==> src/rtl/dbg_uart_pkg.sv <==
// Shared types and constants for the debug UART receive path.
package dbg_uart_pkg;

  typedef enum logic [2:0] {
    IDLE,
    START,
    DATA,
    PARITY,
    STOP
  } state_t;

  localparam int DataBits   = 8;
  localparam int MinDivider = 4;

endpackage

==> src/rtl/dbg_uart_rx_if.sv <==
// Byte receiver bus from the UART receiver to dbg_decoder.
interface dbg_uart_rx_if import dbg_uart_pkg::*; ();

  logic                valid_data;
  logic [DataBits-1:0] data;
  logic                busy;
  logic                error_detected;

  modport master (output valid_data, output data, output busy, output error_detected);
  modport slave  (input  valid_data, input  data, input  busy, input  error_detected);

endinterface

==> src/rtl/dbg_sync2.sv <==
// Two-flop synchroniser for asynchronous single-bit inputs.
module dbg_sync2 #(
  parameter logic RESET_VALUE = 1'b1
) (
  input  logic clk,
  input  logic rst,
  input  logic d,
  output logic q
);

  logic meta;

  always_ff @(posedge clk or negedge rst) begin
    if (!rst) begin
      meta <= RESET_VALUE;
      q    <= RESET_VALUE;
    end else begin
      meta <= d;
      q    <= meta;
    end
  end

endmodule

==> src/rtl/dbg_uart_rx.sv <==
// UART byte receiver: start validation, mid-bit sampling, optional parity, stop check.
// State table:
//   IDLE   | waiting for a falling edge on an armed line
//   START  | waiting half a bit to confirm the start bit
//   DATA   | sampling 8 data bits LSB first
//   PARITY | sampling the parity bit
//   STOP   | sampling the stop bit, then reporting the byte or an error
module dbg_uart_rx import dbg_uart_pkg::*; #(
  parameter int BAUD_WIDTH = 12
) (
  input  logic                  clk,
  input  logic                  rst,
  input  logic                  rx,
  input  logic [BAUD_WIDTH-1:0] baud_divider,
  input  logic                  parity_en,
  input  logic                  parity_type_odd,
  dbg_uart_rx_if.master         recv
);

  logic                  rx_s;
  logic [1:0]            settle;
  state_t                state;
  logic                  armed;
  logic [BAUD_WIDTH-1:0] div_lat;
  logic [BAUD_WIDTH-1:0] baud_cnt;
  logic [3:0]            bit_cnt;
  logic                  par_en_lat;
  logic                  par_odd_lat;
  logic                  par_err;
  logic [DataBits-1:0]   shift;
  logic                  valid_q;
  logic                  error_q;
  logic                  busy_q;
  logic [DataBits-1:0]   data_q;

  logic [BAUD_WIDTH-1:0] div_clamped;
  logic                  tick;

  dbg_sync2 #(.RESET_VALUE(1'b1)) u_sync_rx (
    .clk (clk),
    .rst (rst),
    .d   (rx),
    .q   (rx_s)
  );

  assign div_clamped = (baud_divider < BAUD_WIDTH'(MinDivider)) ? BAUD_WIDTH'(MinDivider)
                                                                : baud_divider;
  assign tick = (state == START) ? (baud_cnt == (div_lat >> 1) - 1'b1)
                                 : (baud_cnt == div_lat - 1'b1);

  // settle keeps the synchroniser's reset value from arming the line; only a real high counts.
  always_ff @(posedge clk or negedge rst) begin
    if (!rst) begin
      settle      <= 2'b00;
      state       <= IDLE;
      armed       <= 1'b0;
      div_lat     <= BAUD_WIDTH'(MinDivider);
      baud_cnt    <= '0;
      bit_cnt     <= '0;
      par_en_lat  <= 1'b0;
      par_odd_lat <= 1'b0;
      par_err     <= 1'b0;
      shift       <= '0;
      valid_q     <= 1'b0;
      error_q     <= 1'b0;
      busy_q      <= 1'b0;
      data_q      <= '0;
    end else begin
      valid_q  <= 1'b0;
      error_q  <= 1'b0;
      settle   <= {settle[0], 1'b1};
      baud_cnt <= tick ? '0 : baud_cnt + 1'b1;
      if (rx_s && settle[1]) armed <= 1'b1;
      case (state)
        IDLE: begin
          baud_cnt <= '0;
          if (armed && !rx_s) begin
            div_lat     <= div_clamped;
            par_en_lat  <= parity_en;
            par_odd_lat <= parity_type_odd;
            bit_cnt     <= '0;
            par_err     <= 1'b0;
            busy_q      <= 1'b1;
            state       <= START;
          end
        end
        START: begin
          if (tick) begin
            if (rx_s) begin
              busy_q <= 1'b0;
              state  <= IDLE;
            end else begin
              state <= DATA;
            end
          end
        end
        DATA: begin
          if (tick) begin
            shift   <= {rx_s, shift[DataBits-1:1]};
            bit_cnt <= bit_cnt + 1'b1;
            if (bit_cnt == 4'(DataBits - 1)) state <= par_en_lat ? PARITY : STOP;
          end
        end
        PARITY: begin
          if (tick) begin
            par_err <= ((^shift) ^ rx_s) != par_odd_lat;
            state   <= STOP;
          end
        end
        STOP: begin
          if (tick) begin
            busy_q <= 1'b0;
            state  <= IDLE;
            if (!rx_s || par_err) begin
              error_q <= 1'b1;
            end else begin
              valid_q <= 1'b1;
              data_q  <= shift;
            end
            if (!rx_s) armed <= 1'b0;
          end
        end
        default: begin
          busy_q <= 1'b0;
          state  <= IDLE;
        end
      endcase
    end
  end

  assign recv.valid_data     = valid_q;
  assign recv.error_detected = error_q;
  assign recv.busy           = busy_q;
  assign recv.data           = data_q;

endmodule

==> src/flat_wrapper.sv <==
// flat-port wrapper written by rule: the top's interface ports become plain ports
module dbg_uart_rx_flat import dbg_uart_pkg::*;
#(
  parameter int BAUD_WIDTH = 12
)
  (clk, rst, rx, baud_divider, parity_en, parity_type_odd, recv_valid_data, recv_data, recv_busy, recv_error_detected);
  dbg_uart_rx_if recv_i ();
  input  logic clk;
  input  logic rst;
  input  logic rx;
  input  logic [BAUD_WIDTH-1:0] baud_divider;
  input  logic parity_en;
  input  logic parity_type_odd;
  output wire logic [$bits(recv_i.valid_data)-1:0] recv_valid_data;
  output wire logic [$bits(recv_i.data)-1:0] recv_data;
  output wire logic [$bits(recv_i.busy)-1:0] recv_busy;
  output wire logic [$bits(recv_i.error_detected)-1:0] recv_error_detected;
  assign recv_valid_data = recv_i.valid_data;
  assign recv_data = recv_i.data;
  assign recv_busy = recv_i.busy;
  assign recv_error_detected = recv_i.error_detected;
  dbg_uart_rx #(.BAUD_WIDTH(BAUD_WIDTH)) u_core (.clk(clk), .rst(rst), .rx(rx), .baud_divider(baud_divider), .parity_en(parity_en), .parity_type_odd(parity_type_odd), .recv(recv_i));
endmodule
==> config.mk <==
export PLATFORM = sky130hd
export DESIGN_NAME = dbg_uart_rx_flat
export DESIGN_NICKNAME = d
export VERILOG_FILES = /design/src/rtl/dbg_uart_pkg.sv /design/src/rtl/dbg_uart_rx_if.sv /design/src/rtl/dbg_sync2.sv /design/src/rtl/dbg_uart_rx.sv /design/src/flat_wrapper.sv
export SDC_FILE = /design/constraint.sdc
export NUM_CORES = 1
export LEC_CHECK = 0
export BUFFER_PORTS_ARGS = -buffer_cell sky130_fd_sc_hd__buf_2
export CAP_MARGIN = 10
export CORE_MARGIN = 4
export CORE_UTILIZATION = 35
export DETAILED_ROUTE_END_ITERATION = 8
export GPL_TIMING_DRIVEN = 0
export PLACE_DENSITY = 0.52
export SYNTH_ARGS = -nofsm -noshare
export SYNTH_HDL_FRONTEND = slang
export SYNTH_SLANG_ARGS = --single-unit
==> constraint.sdc <==
create_clock -name clk -period 5.9 [get_ports clk]
set_clock_uncertainty 0.2 [all_clocks]
set_input_delay 0 -clock clk [delete_from_list [all_inputs] [get_ports clk]]
set_output_delay 0 -clock clk [all_outputs]
set_load 0.02 [all_outputs]
==> qor.txt <==
Area delta synth->final = 21.1%
Fin nets = 409
Final wirelength = 7490 µm
Proportion of layout cells with a drive suffix above 1 = 0.183
Mapped cell area = 3220 µm²
RSZ-0062 raised after global routing = false
Worst hold path type = in -> async
Gr usage total = 0.146
Tcrit/Tclk final = 0.794
Outcome = completed
Async S/R FF share, synth = 1.00
Worst slew pin tran = 1.11 ns
Final hold violations = 0
DR DRC count = 0
Ant diodes = 0
Reg2Reg Depth = 13
Height of the die = 104 µm
Post-Synthesis Cells = 333
Clk Latency, worst-skew pair = 0.33 ns
Final slew viol count = 0
H-tree levels = 3
Sequential-to-total area share from yosys stat = 0.452
Post-route ant nets = 0
Final setup vio count = 0
Post-synth top area share = 0.427
Nature of the critical path startpoint = flip-flop
Reg2reg end = u_core.recv.data[5]
Routed WL per cell = 14.9 µm
Largest net degree at the start of global routing = 34
Post-synth net total = 353
Setup TNS Final = 0 ns
Crit end category = flip-flop
Leading post-synthesis cells by cell area = dfrtp_1, nand2_1, mux2_2, xnor2_1, nor2_1
Die Area = 10800 µm²
Clk buf depth = 2
CP required = 5.92 ns
Vias in the first global route = 2672
DR iter-0 viols = 108
Yosys reg bits = 58
Commonest register cell after synthesis = dfrtp_1
Die X = 104 µm
CTS tree = built
Pleak = 1.78 nW
Total number of vias = 2608
I/O pin total = 28
Total power = 1.78 mW
Mapped Avg Cell Area = 9.68 µm²
Rel. slew slack = 0.252
CP Max Fanout = 10
Worst Hold Slack = 0.0863 ns
Core ar. = 8850 µm²
Starting Density = 0.364
Global-route wire length before repair = 13000 µm
Distinct cells, synth = 49
Post-route cell area = 3900 µm²
Worst setup path startpoint = u_core.state[1]
I/O Buffers = 27
Pwr/cell area = 457 nW/µm²
# clock sinks = 58
Total of max-cap violations = 0
TritonRoute pass-1 iters = 7
Dpl cell area = 3510 µm²
Tmin final = 4.69 ns
Worst VDD drop = 0.163 mV
YS warnings = 0
Post-DR vias/cell = 5.20
Max Fclk = 213 MHz
Post-CTS Setup Bufs = 0
Gr ovfl total = 0
R2R Setup Slk = 1.21 ns
Total CTS buffers = 9
Worst R2R Start = u_core.state[1]
CP arrival = 4.71 ns
Row cnt = 34
PostCTS Resize Cnt = 0
RePlAce Congestion = 0.802
Number of synthesized flops with an enable pin = 0
Post-layout util = 0.441
Area leader, netlist = dfrtp_1
Clock root buffer = clkbuf_8
Final HPWL DP = 5340 µm
Crit path kind = reg -> reg
CTS clk-pin slew, worst paths = 0.07 ns
Initial antenna violation count = 0
[worst max-delay path by stage]
stage,to,slack (ns)
global route,u_core.recv.data[2],0.95
detailed placement,u_core.recv.data[5],1.20
global placement,u_core.recv.data[5],1.22
floorplan,u_core.recv.data[0],1.83
finish,u_core.recv.data[5],1.21
CTS,u_core.recv.data[5],1.17
[layout by cell type, fill, tap and decap left out, types with 5 or more instances in the layout]
master and n:
and3_1 6, nand2_1 51, nand3_1 9, xor2_1 12, xnor2_1 21, clkbuf_8 10, dlygate4sd3_1 17, mux2_2 17
or3_1 5, nor2_1 28, o21ai_0 14, mux2i_1 10, nor3_1 7, clkbuf_1 15, inv_1 6, a21oi_1 9
nor4_1 6, dfrtp_1 55, buf_2 28
[cells by family after synthesis]
| family | synth area share |
|---|---|
| simple gates | 0.228 |
| flops | 0.452 |
| compound gates | 0.0940 |
| xor+xnor | 0.0897 |
| mux | 0.0905 |
| buf+inv | 0.0330 |
| fa+ha+maj | 0.0117 |
| other cells | 0.00116 |
[stage by stage]
| step | instances | setup WS, ns |
|---|---|---|
| 2_1_floorplan | 333 | 1.83 |
| 3_3_place_gp | 468 | 1.22 |
| 3_5_place_dp | 469 | 1.20 |
| 4_1_cts | 502 | 1.17 |
| 5_1_grt | 502 | 0.945 |
| 6_report | 502 | 1.21 |
[layer usage]
metal  global-route usage  wire (µm)  up-vias
li1                     -          -     1284
met1                0.187       3520     1265
met2                0.240       3660       53
met3               0.0323        236        6
met4               0.0551         68        0
met5                    0          0        -
[worst max-delay path, cell delays in order (launching register included)]
cell,delay [ns]
dfrtp_1,0.42
nor3b_4,0.44
buf_6,0.22
mux2i_1,0.27
ha_1,0.32
nor4b_1,0.42
xnor2_1,0.18
o2bb2ai_1,0.16
xnor2_1,0.14
o31ai_1,0.10
or4_1,0.52
buf_2,0.21
nor4_4,0.57
mux2_2,0.41
[final cells by class]
| type | instances | area, µm² |
|---|---|---|
| inverters | 6 | 22.5 |
| well taps | 108 | 135 |
| flip-flops and latches | 58 | 1460 |
| plain buffers | 18 | 83.8 |
| clock inverters | 5 | 77.6 |
| fillers | 879 | 4950 |
| multi-input cells | 251 | 1660 |
| clock buffers | 11 | 141 |
| repair buffers | 45 | 325 |
[repair_timing]
item,4_1_cts,5_1_grt
hold endpoints to repair,47,0
hold buffers,17,0
setup endpoints to repair,0,0
[synth_stat cells (all sizes together) (4+ instances only)]
library cell,count
dfrtp,55
nand3,9
nand2,51
mux2,17
and3,6
or3,5
a21oi,9
xor2,12
nor2,28
clkbuf,14
o31ai,4
o21ai,14
xnor2,21
nor3,9
mux2i,10
inv,6
or4,4
buf,4
nor4,7
[power breakdown]
| part | switching (mW) | leakage [nW] | internal (mW) | total, mW |
|---|---|---|---|---|
| sequential | 0.0809 | 0.751 | 0.474 | 0.555 |
| combinational | 0.463 | 0.920 | 0.360 | 0.824 |
| clock | 0.158 | 0.109 | 0.248 | 0.406 |
| total | 0.702 | 1.78 | 1.08 | 1.78 |
[state kept, by name, indices dropped and copies added, names as in the netlist, 2 cells and up]
name              flops
u_core.bit_cnt        4
u_core.state          3
u_core.shift          8
u_core.baud_cnt      12
u_core.div_lat       12
u_core.recv.data      8
u_core.settle         2
(Power assumes the default switching activity.)
